$ cat config.mk
export PLATFORM = sky130hd
export DESIGN_NAME = sprite_layer_renderer
export DESIGN_NICKNAME = d
export VERILOG_FILES = /design/src/rtl/sprite_pkg.sv /design/src/rtl/sprite_channel.sv /design/src/rtl/sprite_layer_renderer.sv
export SDC_FILE = /design/constraint.sdc
export NUM_CORES = 1
export LEC_CHECK = 0
export CAP_MARGIN = 20
export CORE_ASPECT_RATIO = 0.7
export CORE_MARGIN = 2
export CORE_UTILIZATION = 31
export CTS_BUF_LIST = sky130_fd_sc_hd__clkbuf_8
export DETAILED_ROUTE_END_ITERATION = 7
export PLACE_DENSITY = 0.54
export SLEW_MARGIN = 25
export SYNTH_ARGS = -nofsm -noshare
export SYNTH_HDL_FRONTEND = slang
export SYNTH_SLANG_ARGS = --single-unit
$ cat constraint.sdc
create_clock -name vga_clk -period 7 [get_ports vga_clk]
set_input_delay 1.4 -clock vga_clk [delete_from_list [all_inputs] [get_ports vga_clk]]
set_output_delay 1.4 -clock vga_clk [all_outputs]
set_load 0.01 [all_outputs]
$ cat src/rtl/sprite_pkg.sv
// Shared types and constants for the sprite layer renderer.
// Holds the palette index type, the 12-bit RGB struct, the transparent index,
// the fixed render latency and the sprite ROM image used by every channel.
package sprite_pkg;

  typedef logic [3:0] pal_idx_t;

  typedef struct packed {
    logic [3:0] r;
    logic [3:0] g;
    logic [3:0] b;
  } rgb12_t;

  localparam pal_idx_t TRANSPARENT_IDX = 4'd0;
  localparam int       RENDER_LATENCY  = 2;

  // Sprite ROM image as a pure function of address. Bits [11:8] fold the frame
  // offset in, so consecutive frames differ. The per-channel offset gives each
  // sprite its own artwork. Address 0 of channel 0 holds index 5.
  function automatic pal_idx_t rom_content(input int ch, input logic [31:0] addr);
    return pal_idx_t'(addr[3:0] + addr[11:8] + 4'(5 + 7 * ch));
  endfunction

endpackage

$ cat src/rtl/sprite_channel.sv
// One sprite layer: frame-synchronous shadow attributes, animation counters,
// hit test, ROM address generation, synchronous ROM and the delayed hit flag.
// Ports: clk_i/rst_ni, frame_start_i, draw_x_i/draw_y_i, live attributes
//        sx_i/sy_i/en_i/flip_i/anim_en_i; hit_o/idx_o are one cycle after the pixel.
module sprite_channel
  import sprite_pkg::*;
#(
  parameter int CH        = 0,
  parameter int SPR_W     = 40,
  parameter int SPR_H     = 40,
  parameter int N_FRAMES  = 4,
  parameter int FRAME_DIV = 8
) (
  input  logic       clk_i,
  input  logic       rst_ni,
  input  logic       frame_start_i,
  input  logic [9:0] draw_x_i,
  input  logic [9:0] draw_y_i,
  input  logic [9:0] sx_i,
  input  logic [9:0] sy_i,
  input  logic       en_i,
  input  logic       flip_i,
  input  logic       anim_en_i,
  output logic       hit_o,
  output logic [3:0] idx_o
);

  localparam int FW = (N_FRAMES > 1) ? $clog2(N_FRAMES) : 1;
  localparam int DW = (FRAME_DIV > 1) ? $clog2(FRAME_DIV) : 1;
  localparam int AW = $clog2(N_FRAMES * SPR_W * SPR_H);

  logic [9:0]    sx_q, sy_q;
  logic          en_q, flip_q, anim_q;
  logic [FW-1:0] frame_q;
  logic [DW-1:0] div_q;
  logic          hit_q;

  // Attributes and animation only move on frame_start. The animation step uses
  // anim_q before this same pulse reloads it.
  always_ff @(posedge clk_i or negedge rst_ni) begin
    if (!rst_ni) begin
      sx_q    <= '0;
      sy_q    <= '0;
      en_q    <= 1'b0;
      flip_q  <= 1'b0;
      anim_q  <= 1'b0;
      frame_q <= '0;
      div_q   <= '0;
    end else if (frame_start_i) begin
      sx_q   <= sx_i;
      sy_q   <= sy_i;
      en_q   <= en_i;
      flip_q <= flip_i;
      anim_q <= anim_en_i;
      if (anim_q) begin
        if (div_q == DW'(FRAME_DIV - 1)) begin
          div_q   <= '0;
          frame_q <= (frame_q == FW'(N_FRAMES - 1)) ? '0 : frame_q + FW'(1);
        end else begin
          div_q <= div_q + DW'(1);
        end
      end
    end
  end

  // 11-bit compare so sprites hanging off the right/bottom edge never wrap.
  logic [10:0] x_ext, y_ext, sx_ext, sy_ext, dx, dy, col;
  logic        hit;
  logic [AW-1:0] addr;

  assign x_ext  = {1'b0, draw_x_i};
  assign y_ext  = {1'b0, draw_y_i};
  assign sx_ext = {1'b0, sx_q};
  assign sy_ext = {1'b0, sy_q};

  assign hit = en_q
            && (x_ext >= sx_ext) && (x_ext < sx_ext + 11'(SPR_W))
            && (y_ext >= sy_ext) && (y_ext < sy_ext + 11'(SPR_H));

  assign dx   = x_ext - sx_ext;
  assign dy   = y_ext - sy_ext;
  assign col  = flip_q ? (11'(SPR_W - 1) - dx) : dx;
  assign addr = AW'(frame_q) * AW'(SPR_W * SPR_H) + AW'(dy) * AW'(SPR_W) + AW'(col);

  sprite_rom #(
    .CH (CH),
    .AW (AW)
  ) u_rom (
    .clk_i  (clk_i),
    .rst_ni (rst_ni),
    .addr_i (addr),
    .idx_o  (idx_o)
  );

  // Hit travels alongside the ROM read so both arrive in the same cycle.
  always_ff @(posedge clk_i or negedge rst_ni) begin
    if (!rst_ni) hit_q <= 1'b0;
    else         hit_q <= hit;
  end

  assign hit_o = hit_q;

endmodule

// Synchronous sprite ROM: one-cycle registered read of the channel's image.
// Ports: clk_i/rst_ni, addr_i (pixel address), idx_o (palette index, next cycle).
module sprite_rom
  import sprite_pkg::*;
#(
  parameter int CH = 0,
  parameter int AW = 13
) (
  input  logic          clk_i,
  input  logic          rst_ni,
  input  logic [AW-1:0] addr_i,
  output logic [3:0]    idx_o
);

  logic [3:0] idx_q;

  always_ff @(posedge clk_i or negedge rst_ni) begin
    if (!rst_ni) idx_q <= '0;
    else         idx_q <= rom_content(CH, 32'(addr_i));
  end

  assign idx_o = idx_q;

endmodule

$ cat src/rtl/sprite_layer_renderer.sv
// Multi-sprite renderer between the VGA timing generator and the RGB pins.
// Ports: vga_clk/reset_n, DrawX/DrawY/blank pixel stream, frame_start pulse,
//        packed per-channel sprite attributes; red/green/blue 2 cycles after the pixel.
module sprite_layer_renderer
  import sprite_pkg::*;
#(
  parameter int          N_SPRITES = 4,
  parameter int          SPR_W     = 40,
  parameter int          SPR_H     = 40,
  parameter int          N_FRAMES  = 4,
  parameter int          FRAME_DIV = 8,
  parameter logic [11:0] BG_RGB    = 12'h000
) (
  input  logic                    vga_clk,
  input  logic                    reset_n,
  input  logic [9:0]              DrawX,
  input  logic [9:0]              DrawY,
  input  logic                    blank,
  input  logic                    frame_start,
  input  logic [N_SPRITES*10-1:0] sprite_x,
  input  logic [N_SPRITES*10-1:0] sprite_y,
  input  logic [N_SPRITES-1:0]    sprite_en,
  input  logic [N_SPRITES-1:0]    sprite_flip,
  input  logic [N_SPRITES-1:0]    sprite_anim_en,
  output logic [3:0]              red,
  output logic [3:0]              green,
  output logic [3:0]              blue
);

  logic [N_SPRITES-1:0] hit;
  logic [3:0]           idx [N_SPRITES];

  for (genvar g = 0; g < N_SPRITES; g++) begin : g_ch
    sprite_channel #(
      .CH        (g),
      .SPR_W     (SPR_W),
      .SPR_H     (SPR_H),
      .N_FRAMES  (N_FRAMES),
      .FRAME_DIV (FRAME_DIV)
    ) u_ch (
      .clk_i         (vga_clk),
      .rst_ni        (reset_n),
      .frame_start_i (frame_start),
      .draw_x_i      (DrawX),
      .draw_y_i      (DrawY),
      .sx_i          (sprite_x[10*g +: 10]),
      .sy_i          (sprite_y[10*g +: 10]),
      .en_i          (sprite_en[g]),
      .flip_i        (sprite_flip[g]),
      .anim_en_i     (sprite_anim_en[g]),
      .hit_o         (hit[g]),
      .idx_o         (idx[g])
    );
  end

  logic     blank_q;
  logic     win_vld;
  pal_idx_t win_idx;
  rgb12_t   pal_rgb, rgb_d, rgb_q;

  // Walk from lowest to highest priority so the lowest opaque channel wins.
  always_comb begin
    win_vld = 1'b0;
    win_idx = TRANSPARENT_IDX;
    for (int i = N_SPRITES - 1; i >= 0; i--) begin
      if (hit[i] && (idx[i] != TRANSPARENT_IDX)) begin
        win_vld = 1'b1;
        win_idx = idx[i];
      end
    end
  end

  // Fixed 16-entry palette: red ramps up, green ramps down, blue is scrambled.
  always_comb begin
    pal_rgb = {win_idx, ~win_idx, win_idx ^ 4'h5};
    if (!blank_q)     rgb_d = '0;
    else if (win_vld) rgb_d = pal_rgb;
    else              rgb_d = rgb12_t'(BG_RGB);
  end

  always_ff @(posedge vga_clk or negedge reset_n) begin
    if (!reset_n) begin
      blank_q <= 1'b0;
      rgb_q   <= '0;
    end else begin
      blank_q <= blank;
      rgb_q   <= rgb_d;
    end
  end

  assign red   = rgb_q.r;
  assign green = rgb_q.g;
  assign blue  = rgb_q.b;

endmodule

==> impl_metrics.toml, run 1 <==
[route]
drt_iter0_markers = 683
finalWirelength_um = 41700
ant_nets = 0
drt_drc_violations_left = 0
dr.pass1.iters = 5
vias_per_cell = 4.87
num_vias = 12400
wl_per_cell_um = 16.4

[sta]
tightestPinTransition_ns = 0.889
setup_tns_ns = 0
hold_viol_final = 0
rsz0062_at_grt = "true"
clock_skew_ns = 0.0183
relSlewSlack = 0.407
period_share = 0.965
clock.fmax_mhz = 148
drv_slew = 0
setup_viol_count_final = 0
post-route-min-period_ns = 6.76

[setup_path]
worstPathRequired_ns = 7.44
cp_common_cell = "xnor2_1"
path_buf_inv = 8
critPathLaunchType = "primary input"
crit_slowest_cell = "fa_1"
worst-setup-path-type = "in2reg"
cp_slowest_stage_delay_ns = 0.54
crit_family = "adder cells"
worstPathArrival_ns = 7.20
regToRegSetupSlack_ns = 1.12
crit_fanout = 8
worstSetupEndpointType = "flip-flop"

[yosys]
syn_avg_cell_area_um2 = 8.97
synthCells = 1582
synthesis.area_um2 = 14200
ys_types = 64
syn_nets = 1994
async_flop_share = 1.00
synth_top_area_frac = 0.249
synth_edf_count = 0
yosysTopAreaCell = "dfrtp_1"
yosysWarnings = 0
synth.area.top_cells = "dfrtp_1 25%, ha_1 23%, xnor2_1 7.9%"
ys_ff_latch = 141
synthFlopType = "dfrtp_1"
seq_area_frac_synth = 0.249

[floorplan]
fp.dieH_um = 183
start_util = 0.314
io_pins = 128
fp-row-count = 65
die_area_um2 = 47500
core_um2 = 45100
die_w_um = 260

[cells_and_area]
final_common_cell = "ha_1"
fin_cells = 2545
final_core_util = 0.419
nets = 2341
num_antenna_cells = 0
fin_area_um2 = 18900
fill_cells = 4442
final_cell_mix = "241 x ha_1, 220 x buf_4, 157 x inv_1, 142 x nand2_1, 141 x dfrtp_1"
drive_above_1_share = 0.204
area_delta_synth_final_pct = 33.5

[grt]
antenna_found_initial = 2
gr-usage-all-layers = 0.178
grt_pass1_wl_um = 66000
globalRoute.totalOverflow = 0
grt_max_degree = 77
first_global_vias = 12300

[cts]
cts_root_buf = "clkbuf_8"
cts.sinks = 141
clock_path_buffers = 2
htreeDepth = 4
clkLatencyLatePin_ns = 0.51
cts_hold_buf = 0
cts_buffers = 17
cts_tree = "built"
clk_pin_slew_ns = 0.10

[placement]
placed_cells = 2500
finalWeightedCongestion = 0.881
hpwl_um = 33100
place_area_um2 = 17800
port_buffers = 127

[flow_run]
cap_violations = 0

[pwr]
power_frac_seq = 0.129
power_mw = 9.54
power.leakage_nw = 8.83
switching_power_mw = 4.08
worst_ir_drop_vdd_mv = 0.618
switching_share = 0.427
p_per_area_nw_per_um2 = 504
clockPowerShare = 0.082
intPower_mw = 5.46
p_comb_frac = 0.789

[outcome]
status = "completed"

[min_path]
hold_class = "reg2reg"
[through the flow]
stage,hold WS (ns),setup slack (ns)
after floorplan,0.454,0.0791
after global placement,0.471,-0.743
after detailed placement,0.488,-0.872
after CTS,0.508,0.000489
after global routing,0.528,-0.0466
final,0.506,0.243
[cells in the mapped netlist (all sizes together), types with 4 or more instances]
library cell  count
or2               4
o22ai             5
o211ai           10
nand3b            7
mux2             24
xnor2           128
nor3             34
o21ai           144
a211oi           15
ha              264
a2111oi           6
nand3            22
nor2             61
fa               32
xor2             51
o221ai            4
o2111ai           5
buf               9
a21o             30
nor2b            21
inv             163
or3              10
a21oi            97
o21a             23
clkbuf           22
nand4            11
nor4              7
nand2b           11
a31oi             8
nand2           145
dfrtp           141
a21boi            4
o31ai            14
o21bai            7
or4               4
o41a              4
[final timing paths]
check	startpoint	endpoint	cells past startpoint
setup / recovery	DrawY[3]	g_ch[3].u_ch.u_rom.idx_o[3]	29
hold / removal	g_ch[0].u_ch.div_q[1]	g_ch[0].u_ch.div_q[1]	2
setup reg to reg	g_ch[3].u_ch.sy_q[0]	g_ch[3].u_ch.u_rom.idx_o[3]	29
hold reg to reg	g_ch[0].u_ch.div_q[1]	g_ch[0].u_ch.div_q[1]	2
max in group asynchronous	reset_n	g_ch[0].u_ch.sx_q[0]	2
min in group asynchronous	reset_n	g_ch[1].u_ch.sy_q[3]	1
[state kept, by name, summed over array words and instances, names as in the netlist]
signal and flops:
blank_q 1, blue 4, g_ch.u_ch.anim_q 4, g_ch.u_ch.div_q 12, g_ch.u_ch.en_q 4, g_ch.u_ch.flip_q 4
g_ch.u_ch.frame_q 8, g_ch.u_ch.hit_o 4, g_ch.u_ch.sx_q 40, g_ch.u_ch.sy_q 40, g_ch.u_ch.u_rom.idx_o 16, green 2
red 2
[worst reg2reg max path, delay by kind of cell (launching register included)]
kind            cells  cell delay (ns)
compound gates      5             0.66
xor+xnor            9             1.48
fa+ha+maj           9             2.89
buf+inv             6             0.39
flops               1             0.40
[area by class of cell]
cell class,instances,area [um2],area share
clock buffers,18,248,0.0131
clock inverters,14,191,0.0101
inverters,163,617,0.0326
multi-input cells,1247,10500,0.552
flip-flops and latches,141,3530,0.186
well taps,603,754,0.0399
repair buffers,359,3140,0.166
[power groups by stage]
stage / Sequential [mW] / Combinational [mW] / Clock [mW]
after floorplan: 1.18 / 5.06 / 0
after global placement: 1.24 / 6.74 / 0
after detailed placement: 1.24 / 6.85 / 0
after CTS: 1.23 / 7.00 / 0.813
after global routing: 1.25 / 8.57 / 0.834
final: 1.23 / 7.53 / 0.785
[metal layers]
layer,wire (um),GRT usage
met1,21200,0.259
met2,17900,0.271
met3,2010,0.0341
met4,549,0.0400
met5,0,0
[logic make-up after synthesis]
group / synth area share
AND/OR/NAND/NOR: 0.116
buffers and inverters: 0.0524
multiplexers: 0.0198
XOR/XNOR: 0.111
flip-flops: 0.249
AO/OA/AOI/OAI: 0.174
adder cells (fa/ha/maj): 0.278
[repair_timing]
item / CTS / global route
endpoints found under the setup margin: 4 / 4
pin swaps: 25 / 78
resized for setup: 27 / 102
endpoints found under the hold margin: 0 / 0
buffers inserted: 6 / 7
Power figures use the tool's default switching activity.
==> inputs of run 2 (changes only) <==
- CORE_MARGIN: 2 -> 4
- CORE_UTILIZATION: 31 -> 45
- PLACE_DENSITY: 0.54 -> 0.71
==> run 2 against run 1 <==
Effect of this change: flip-flop and latch count did not move; die area is 27% lower; largest cell class unchanged; sequential share of layout area grew 0.057 points; combinational power rose by 3.2%; design area down 0.30%; non-clock buffer count shrank 10.
==> impl_metrics.toml, run 2 (same netlist as run 1, synthesis figures left out) <==
[floorplan]
fp.dieH_um = 157
core_um2 = 31100
die_w_um = 220
io_pins = 128
start_util = 0.456
die_area_um2 = 34500
fp-row-count = 54

[cells_and_area]
final_common_cell = "ha_1"
area_delta_synth_final_pct = 33.1
nets = 2331
fill_cells = 2563
layout.area.seq_um2 = 3530
final_cell_mix = "233 x ha_1, 209 x buf_4, 158 x inv_1, 141 x nand2_1, 141 x dfrtp_1"
drive_above_1_share = 0.211
num_antenna_cells = 0
multi_input_area_um2 = 10700
fin_cells = 2351

[grt]
grt_max_degree = 92
globalRoute.totalOverflow = 0
gr-usage-all-layers = 0.231
grt_pass1_wl_um = 63200
first_global_vias = 12600
antenna_found_initial = 0

[cts]
cts_buffers = 17
cts.sinks = 141
clk_pin_slew_ns = 0.09
cts_root_buf = "clkbuf_8"
cts_tree = "built"
clock_path_buffers = 2
clkLatencyLatePin_ns = 0.50
cts_hold_buf = 0
htreeDepth = 4

[placement]
place_ws_ns = -1.03
hpwl_um = 31200
port_buffers = 127
finalWeightedCongestion = 0.957
placed_cells = 2293

[sta]
relSlewSlack = 0.365
setup_ws_ns = 0.101
holdWs_ns = 0.515
drv_slew = 0
setup_viol_count_final = 0
post-route-min-period_ns = 6.90
period_share = 0.986
clock.fmax_mhz = 145
rsz0062_at_grt = "true"
clock_skew_ns = 0.0201
tightestPinTransition_ns = 0.929
hold_viol_final = 0

[route]
drt_iter0_markers = 826
wl_met2_um = 18600
highest_layer = "met4"
num_vias = 12700
wl_per_cell_um = 17.4
wl_met3_um = 2440
drt_drc_violations_left = 0
wl_met1_um = 19200
finalWirelength_um = 40800
dr.pass1.iters = 5
vias_per_cell = 5.41
ant_nets = 0

[setup_path]
worst-setup-path-type = "in2reg"
worstPathRequired_ns = 7.43
worstSetupEndpointType = "flip-flop"
worstPathArrival_ns = 7.33
cp_common_cell = "xnor2_1"
crit_fanout = 7
cp_slowest_stage_delay_ns = 0.40
critPathLaunchType = "primary input"
crit_slowest_cell = "fa_1"

[outcome]
status = "completed"

[pwr]
power.leakage_nw = 8.80
worst_ir_drop_vdd_mv = 0.468
p_per_area_nw_per_um2 = 516

[flow_run]
cap_violations = 0

[min_path]
hold_class = "reg2reg"
==> run 2: cell count changes in the layout (fill, tap and decap cells not counted), sizes merged <==
cell and change:
buf -10, inv -5, clkinv +3, clkdlybuf4s50 +2
dlymetal6s2s -1
==> run 2: layer usage <==
layer  vias up  global-route usage
li1       6220                   -
met1      6076               0.325
met2       362               0.366
met3        53              0.0503
met4         0              0.0499
met5         -                   0
==> run 2: path summary, 6_finish.rpt <==
kind | depth (start not counted) | endpoint | slack [ns] | startpoint
worst max-delay path | 31 | g_ch[0].u_ch.u_rom.idx_o[3] | 0.10 | DrawY[1]
worst min-delay path | 2 | g_ch[0].u_ch.div_q[1] | 0.51 | g_ch[0].u_ch.div_q[1]
worst max register to register | 29 | g_ch[2].u_ch.u_rom.idx_o[3] | 0.93 | g_ch[2].u_ch.sy_q[1]
worst min register to register | 2 | g_ch[0].u_ch.div_q[1] | 0.51 | g_ch[0].u_ch.div_q[1]
max in group asynchronous | 2 | g_ch[3].u_ch.sx_q[5] | 4.78 | reset_n
min in group asynchronous | 1 | g_ch[1].u_ch.frame_q[0] | 0.88 | reset_n
==> run 2: final cells by class <==
class | instances | share of cell area
multi-input combinational | 1247 | 0.566
sequential | 141 | 0.187
inverter | 163 | 0.0326
clock inverter | 12 | 0.00895
clock buffer | 19 | 0.0139
timing repair buffer | 349 | 0.163
tap | 420 | 0.0278
==> run 2: worst max-delay path, delay by kind of cell <==
| family | cells | cell delay [ns] |
|---|---|---|
| buffers and inverters | 9 | 1.26 |
| AND/OR/NAND/NOR | 3 | 0.63 |
| adder cells (fa/ha/maj) | 8 | 2.28 |
| XOR/XNOR | 9 | 1.32 |
| AO/OA/AOI/OAI | 2 | 0.43 |
==> run 2: what timing repair did <==
action,CTS,global route
resized for setup,65,89
cloned,0,0
setup endpoints to repair,4,4
pin swaps,69,89
endpoints found under the hold margin,0,0
buffers inserted,18,9
==> run 2: power by group <==
part / internal (mW) / switching, mW / total [mW]
Combinational: 4.05 / 3.72 / 7.77
Clock: 0.402 / 0.355 / 0.757
Sequential: 1.08 / 0.145 / 1.22
==> run 2: metrics by stage <==
stage                      util  cell area [um2]  total power, mW  TNS, ns
after floorplan               -            14200             6.24        0
after global placement    0.560            17400             7.76    -2.63
after detailed placement  0.560            17400             8.03    -3.55
after CTS                 0.587            18300             9.25        0
after global routing      0.607            18900             10.7   -0.210
final                     0.607            18900             9.74        0
==> inputs of run 3 (changes only) <==
- CAP_MARGIN: 20 -> not set
- CTS_BUF_LIST: sky130_fd_sc_hd__clkbuf_8 -> sky130_fd_sc_hd__clkbuf_2 sky130_fd_sc_hd__clkbuf_4 sky130_fd_sc_hd__clkbuf_8
==> results of run 3 <==
No change in the layout: final DEF, timing and power equal those of run 2.
